==> config.mk <==
export PLATFORM = sky130hd
export DESIGN_NAME = sample_decimate_boxcar
export DESIGN_NICKNAME = d
export VERILOG_FILES = /design/src/rtl/sample_decimate_boxcar.sv
export SDC_FILE = /design/constraint.sdc
export NUM_CORES = 1
export LEC_CHECK = 0
export BUFFER_PORTS_ARGS = -buffer_cell sky130_fd_sc_hd__buf_2
export CORE_ASPECT_RATIO = 0.75
export CORE_MARGIN = 3
export CORE_UTILIZATION = 52
export DETAILED_ROUTE_END_ITERATION = 10
export PLACE_DENSITY = 0.79
export SYNTH_ARGS = -nofsm -noshare
export SYNTH_HDL_FRONTEND = slang
export SYNTH_SLANG_ARGS = --single-unit
export TNS_END_PERCENT = 50
==> constraint.sdc <==
create_clock -name clk -period 2.6 [get_ports clk]
set_clock_uncertainty 0.1 [all_clocks]
set_input_delay 0.13 -clock clk [delete_from_list [all_inputs] [get_ports clk]]
set_output_delay 0.13 -clock clk [all_outputs]
set_load 0.05 [all_outputs]
==> src/rtl/sample_decimate_boxcar.sv <==
// Boxcar decimator: sums every RATIO accepted samples into one full-precision
// output word and presents it on a valid/ready handshake. A 1-in-RATIO
// zero-stuffed stream is recovered exactly; other streams are band-limited.
module sample_decimate_boxcar #(
    parameter int DATA_W = 32,
    parameter int RATIO  = 6
) (
    input  logic                        clk,
    input  logic                        rst_n,
    input  logic                        clr,
    input  logic                        in_valid,
    input  logic [DATA_W-1:0]           in_data,
    output logic                        out_valid,
    input  logic                        out_ready,
    output logic [DATA_W+3-1:0]         out_data,
    output logic                        frame_start,
    output logic                        ovf
);

    // Three guard bits hold the exact sum of up to eight full-scale samples.
    localparam int ACC_W = DATA_W + 3;
    localparam int PH_W  = (RATIO > 1) ? $clog2(RATIO) : 1;
    localparam logic [PH_W-1:0] LAST_PHASE = PH_W'(RATIO - 1);

    logic [ACC_W-1:0] acc;
    logic [PH_W-1:0]  phase;
    logic [ACC_W-1:0] in_ext;
    logic [ACC_W-1:0] sum;
    logic             frame_end;

    // Sign-extend the sample and form the running sum including it.
    assign in_ext    = {{(ACC_W - DATA_W){in_data[DATA_W-1]}}, in_data};
    assign sum       = acc + in_ext;
    assign frame_end = in_valid && (phase == LAST_PHASE);

    // Phase/accumulator update, result hand-off and overflow tracking.
    always_ff @(posedge clk or negedge rst_n) begin
        if (!rst_n) begin
            acc         <= '0;
            phase       <= '0;
            out_valid   <= 1'b0;
            out_data    <= '0;
            frame_start <= 1'b0;
            ovf         <= 1'b0;
        end else if (clr) begin
            // The sample presented alongside clr is discarded; out_data keeps
            // its stale value since out_valid already marks it undelivered.
            acc         <= '0;
            phase       <= '0;
            out_valid   <= 1'b0;
            frame_start <= 1'b0;
            ovf         <= 1'b0;
        end else begin
            frame_start <= in_valid && (phase == '0);

            if (in_valid) begin
                if (phase == LAST_PHASE) begin
                    acc   <= '0;
                    phase <= '0;
                end else begin
                    acc   <= sum;
                    phase <= phase + PH_W'(1);
                end
            end

            // A frame end during a handshake replaces the word with no bubble;
            // a frame end against a stalled word loses the new result.
            if (frame_end) begin
                if (!out_valid || out_ready) begin
                    out_data  <= sum;
                    out_valid <= 1'b1;
                end else begin
                    ovf <= 1'b1;
                end
            end else if (out_valid && out_ready) begin
                out_valid <= 1'b0;
            end
        end
    end

endmodule

# ---- Word level (Yosys, flattened, before mapping)
# Cells that the tools add are included.
dict set report totals {
  reg_bits 76
  word_cells 38
}
dict set report classes {
  add_sub_neg 2
  eq_ne 3
  mux 14
  n_bitwise 1
  n_reduce_logical 12
}
# cell n
set op_table {}
lappend op_table {{35-bit 2-to-1 mux} 3}
lappend op_table {{35-bit adder} 1}
lappend op_table {{3-bit 2-to-1 mux} 3}
lappend op_table {{1-bit 2-to-1 mux} 8}
lappend op_table {{2-bit AND reduction} 2}
lappend op_table {{2-bit nonzero test} 2}
lappend op_table {{3-bit by 1-bit adder with 3-bit output, second input constant} 1}
lappend op_table {{3-bit == test, second input constant} 1}
lappend op_table {{1-bit logical AND} 3}
lappend op_table {{3-bit logical NOT} 1}
lappend op_table {{3-bit by 2-bit != test with 1-bit output, second input constant} 1}
lappend op_table {{3-bit AND reduction} 1}
lappend op_table {{3-bit nonzero test} 1}
lappend op_table {{2-bit != test, second input constant} 1}
lappend op_table {{1-bit logical NOT} 1}
lappend op_table {{1-bit logical OR} 1}
lappend op_table {{1-bit NOT} 1}

# ---- Depth between registers and ports, before layout
dict set report depth {
  word_depth 5
  mapped_depth 10
}

# ---- Least setup slack after synthesis
# OpenSTA, ideal clock, no wires.
dict set report synth_timing {
  kind {register -> register}
  from {reg acc[0]}
  to {reg out_data[14]}
  setup_ns 0.125
  t_arrival_ns 2.511
  t_required_ns 2.375
  path_slack_ns -0.136
  stages_incl_launch_ff 11
  period_less_slack_ns 2.736
  path_cell_list {dfrtp_1 > ha_1 > fa_1 > a21o_1 > and3_1 > o211a_1 > a31oi_1 > nor3_1 > or2_2 > xor2_1 > mux2_2}
}
dict set report synth_via {
  elab_chain_len 1
}
# item line
set synth_rtl {}
lappend synth_rtl {{start: declaration} 25} ;# logic [ACC_W-1:0] acc;
lappend synth_rtl {{start signal: assignment} 61} ;# acc <= sum;
lappend synth_rtl {{35-bit adder} 33} ;# assign sum = acc + in_ext;
lappend synth_rtl {{end signal: assignment} 70} ;# out_data <= sum;
lappend synth_rtl {{end: declaration} 15} ;# output logic [DATA_W+3-1:0] out_data,
# Every way passes these cells.
# A chain may end at the register's enable or synchronous reset.

# ---- Worst setup path after layout
dict set report layout_timing {
  from {reg acc[0]}
  to {reg out_data[20]}
}
# The elaborated chain is that of the path after synthesis.

==> flow_metrics.env <==
export IMPL_outcome="finished with violations"
export IMPL_cts_reportedPaths_clkPinSlew_ns=0.06
export IMPL_rsz0062_at_grt="true"
export IMPL_pwr_density_cell_nw_per_um2=730
export IMPL_numCtsBuffers=9
export IMPL_number_of_synthesized_flops_with_an_enable_pin=0
export IMPL_grt_remaining_overflow=0
export IMPL_critical_path_required_ns=2.73
export IMPL_dp_hpwl_um=8460
export IMPL_maxClockFrequency_ghz=0.372
export IMPL_drcViolationCount=0
export IMPL_worst_slew_pin_transition_ns=0.924
export IMPL_layout_min_cycle_time_ns=2.69
export IMPL_post_synth_instance_area_um2=4650
export IMPL_antenna_diode_count=0
export IMPL_net_switching_power_mw=1.59
export IMPL_irDropWorstVdd_mv=0.509
export IMPL_buffers_added_on_ports=74
export IMPL_antenna_found_initial=0
export IMPL_power_total_mw=4.64
export IMPL_via_count=4190
export IMPL_grtUsageTotal=0.244
export IMPL_max_cap_violations=0
export IMPL_type_of_the_worst_setup_path="flop to flop"
export IMPL_pin_count_of_the_biggest_net_entering_global_routing=77
export IMPL_gp_routability_congestion=0.868
export IMPL_synth_async_sr_flop_share=1.00
export IMPL_worstPathArrival_ns=2.82
export IMPL_syn_area_per_cell_um2=10.2
export IMPL_postSynth_topFlopCell="sky130_fd_sc_hd__dfrtp_1"
export IMPL_synth_yosys_warnings=0
export IMPL_post_route_cells_drive_above_1_share=0.421
export IMPL_violations="setup timing"
export IMPL_numPlacedInstances=670
export IMPL_ys_ff_latch=76
export IMPL_cellInternalPower_mw=3.05
export IMPL_final_setup_worst_slack_ns=-0.0915
export IMPL_drt_iter0_drc=256
export IMPL_ys_seq_area_frac=0.409
export IMPL_areaGrowthSynthToFinish_pct=36.7
export IMPL_wl_per_cell_um=17.9
export IMPL_final_hold_violation_count=0
export IMPL_timing_final_crit_share=1.04
export IMPL_floorplan_die_width_um=115
export IMPL_grt_pass1_wl_um=19700
export IMPL_cts_max_path_buffers=2
export IMPL_ctsHtreeMaxLevel=3
export IMPL_postRouteWirelength_um=12500
export IMPL_final_setup_viol_count=10
export IMPL_worst_hold_path_type="input pin to flop"
export IMPL_finalMaxSlewViolations=0
export IMPL_die_height_um=87.9
export IMPL_synthesis_nets=528
export IMPL_timing_critical_path_fanout_max=3
export IMPL_coreArea_um2=8560
export IMPL_floorplan_io_pins=75
export IMPL_post_synth_inst_count=456
export IMPL_synth_cell_types=52
export IMPL_combinational_group_share_of_total_power=0.394
export IMPL_placementRows=29
export IMPL_post_drt_via_cell_ratio=6.01
export IMPL_worst_skew_pair_later_pin_latency_ns=0.35
export IMPL_layoutNonFillerInstCount=697
export IMPL_area_of_the_die_um2=10100
export IMPL_startpoint_type="flop"
export IMPL_sequentialPowerShare=0.297
export IMPL_end_kind="flop"
export IMPL_timing_slew_headroom=0.384
export IMPL_number_of_sinks_on_the_clock_net=76
export IMPL_leakagePower_nw=3.13
export IMPL_clock_tree_root_cell="sky130_fd_sc_hd__clkbuf_16"
export IMPL_grt_pass1_vias=4117
export IMPL_initial_core_utilization=0.543
export IMPL_power_switching_fraction=0.343
export IMPL_cts_tree="done"
export IMPL_final_nets=656
export IMPL_clockPowerShare=0.308
export IMPL_antenna_violating_nets_post_route=0
export IMPL_first_pass_iters=5
worst paths after layout:
check                                         from                       end  slack (ns)  cells past startpoint
max                             acc[0]$_DFFE_PN0P_  out_data[20]$_DFFE_PN0P_       -0.09                     10
max reg2reg                     acc[0]$_DFFE_PN0P_  out_data[20]$_DFFE_PN0P_       -0.09                     10
min in group asynchronous                    rst_n           ovf$_DFFE_PN0P_        0.36                      2
max in group asynchronous                    rst_n  out_data[24]$_DFFE_PN0P_        1.43                      2
min reg2reg                out_data[4]$_DFFE_PN0P_   out_data[4]$_DFFE_PN0P_        0.39                      1
min                                       in_valid      phase[0]$_DFFE_PN0P_        0.06                      3
cells in the mapped netlist, types with 2 or more instances:
library cell,n,area [um^2]
sky130_fd_sc_hd__nor4_1,3,18.8
sky130_fd_sc_hd__o21bai_1,6,45.0
sky130_fd_sc_hd__nand2_1,29,109
sky130_fd_sc_hd__a211o_1,2,17.5
sky130_fd_sc_hd__nor2_1,32,120
sky130_fd_sc_hd__mux2_2,32,360
sky130_fd_sc_hd__a22o_1,32,280
sky130_fd_sc_hd__nand4_1,8,50.1
sky130_fd_sc_hd__clkbuf_1,12,45.0
sky130_fd_sc_hd__o21a_1,4,30.0
sky130_fd_sc_hd__a31oi_1,7,43.8
sky130_fd_sc_hd__a21o_1,12,90.1
sky130_fd_sc_hd__nand3_1,9,45.0
sky130_fd_sc_hd__dfrtp_1,76,1900
sky130_fd_sc_hd__and3_1,4,25.0
sky130_fd_sc_hd__xor2_1,11,96.3
sky130_fd_sc_hd__nand2b_1,3,18.8
sky130_fd_sc_hd__o31ai_1,2,15.0
sky130_fd_sc_hd__a21oi_1,43,215
sky130_fd_sc_hd__and2_1,4,25.0
sky130_fd_sc_hd__inv_1,7,26.3
sky130_fd_sc_hd__nor2b_1,2,12.5
sky130_fd_sc_hd__o211ai_1,2,15.0
sky130_fd_sc_hd__buf_2,8,40.0
sky130_fd_sc_hd__o2111ai_1,2,17.5
sky130_fd_sc_hd__xnor2_1,21,184
sky130_fd_sc_hd__ha_1,34,425
sky130_fd_sc_hd__a41o_1,2,20.0
sky130_fd_sc_hd__nor3_1,4,20.0
sky130_fd_sc_hd__or2_2,2,12.5
sky130_fd_sc_hd__o21ai_0,20,100
flip-flops by register name, summed over array words and instances, names as in the netlist:
name         flops
acc             35
out_data        35
phase            3
frame_start      1
out_valid        1
ovf              1
cells in the final DEF, fill, tap and decap left out, types with 3 or more instances in the layout:
cell type	Yosys	routed
sky130_fd_sc_hd__dfrtp_1	76	76
sky130_fd_sc_hd__buf_2	8	73
sky130_fd_sc_hd__buf_4	0	57
sky130_fd_sc_hd__a21oi_1	43	33
sky130_fd_sc_hd__a22o_1	32	32
sky130_fd_sc_hd__nand2_1	29	27
sky130_fd_sc_hd__nor2_1	32	27
sky130_fd_sc_hd__mux2_2	32	26
sky130_fd_sc_hd__ha_1	34	21
sky130_fd_sc_hd__xnor2_1	21	20
sky130_fd_sc_hd__o21ai_0	20	12
sky130_fd_sc_hd__a21o_1	12	12
sky130_fd_sc_hd__ha_4	0	10
sky130_fd_sc_hd__xor2_1	11	9
sky130_fd_sc_hd__clkbuf_16	0	9
sky130_fd_sc_hd__a21oi_2	0	8
sky130_fd_sc_hd__nand4_1	8	8
sky130_fd_sc_hd__nand3_1	9	7
sky130_fd_sc_hd__inv_1	7	7
sky130_fd_sc_hd__o21ai_1	1	6
sky130_fd_sc_hd__o21bai_1	6	6
sky130_fd_sc_hd__mux2_4	0	6
sky130_fd_sc_hd__buf_6	0	5
sky130_fd_sc_hd__nor2_2	0	4
sky130_fd_sc_hd__a31oi_1	7	4
sky130_fd_sc_hd__nand2b_1	3	3
sky130_fd_sc_hd__and3_1	4	3
sky130_fd_sc_hd__and2_1	4	3
sky130_fd_sc_hd__o21a_1	4	3
sky130_fd_sc_hd__o21ai_2	0	3
sky130_fd_sc_hd__ha_2	0	3
sky130_fd_sc_hd__bufinv_16	0	3
final cells by class:
class	instances	area, um^2
Inverter	7	26.3
Timing Repair Buffer	137	870
Clock buffer	9	225
Tap cell	108	135
Sequential cell	76	1900
Clock inverter	7	115
Fill cell	566	2200
Multi-Input combinational cell	353	3090
kinds of logic (layout without fill, tap and decap cells):
family	Yosys count	in the layout	synth area share
AOI/OAI and AO/OA	149	149	0.222
muxes	33	33	0.0799
and+or+nand+nor	103	103	0.104
DFF	76	76	0.409
xor gates and xnor gates	33	33	0.0651
buffers and inverters	27	160	0.0239
adders and majority gates	35	35	0.0958
power by group through the flow:
stage	Sequential, mW	Combinational (mW)	Clock (mW)
finish	1.38	1.83	1.43
global route	1.39	1.98	1.50
CTS	1.37	1.66	1.45
detailed placement	1.38	1.52	0
global placement	1.38	1.48	0
floorplan	1.45	0.930	0
repair_timing:
action / in CTS / in global routing
resized for setup: 42 / 42
endpoints found under the setup margin: 37 / 39
gates cloned: 0 / 0
buffers inserted: 4 / 6
endpoints found under the hold margin: 81 / 0
pin swaps: 36 / 29
hold buffers: 2 / 0
metal layers:
layer,up-vias,wire length (um),GRT usage
met3,26,715,0.0622
met2,138,5970,0.383
met1,2070,5600,0.334
met5,-,0,0
li1,1956,-,-
met4,0,195,0.0757
through the flow:
step / utilization / hold slack, ns / area [um^2] / setup WS (ns) / TNS (ns)
6_report: 0.743 / 0.0593 / 6360 / -0.0915 / -0.414
3_3_place_gp: 0.642 / 0.224 / 5490 / -0.162 / -1.57
4_1_cts: 0.712 / 0.0569 / 6100 / -0.110 / -1.01
5_1_grt: 0.743 / 0.0839 / 6360 / -0.172 / -1.87
2_1_floorplan: - / -0.266 / 4670 / -0.0166 / -0.0166
3_5_place_dp: 0.642 / 0.236 / 5490 / -0.255 / -3.44
critical path: stages, from the launching register on:
cell and delay (ns):
sky130_fd_sc_hd__dfrtp_1 0.40, sky130_fd_sc_hd__ha_4 0.18, sky130_fd_sc_hd__fa_2 0.34, sky130_fd_sc_hd__a21o_1 0.18, sky130_fd_sc_hd__and3_4 0.17, sky130_fd_sc_hd__o211a_4 0.26, sky130_fd_sc_hd__o2111ai_4 0.24, sky130_fd_sc_hd__nand2_2 0.13
sky130_fd_sc_hd__a21boi_2 0.21, sky130_fd_sc_hd__xnor2_1 0.11, sky130_fd_sc_hd__mux2_2 0.26
(Power assumes the default switching activity.)
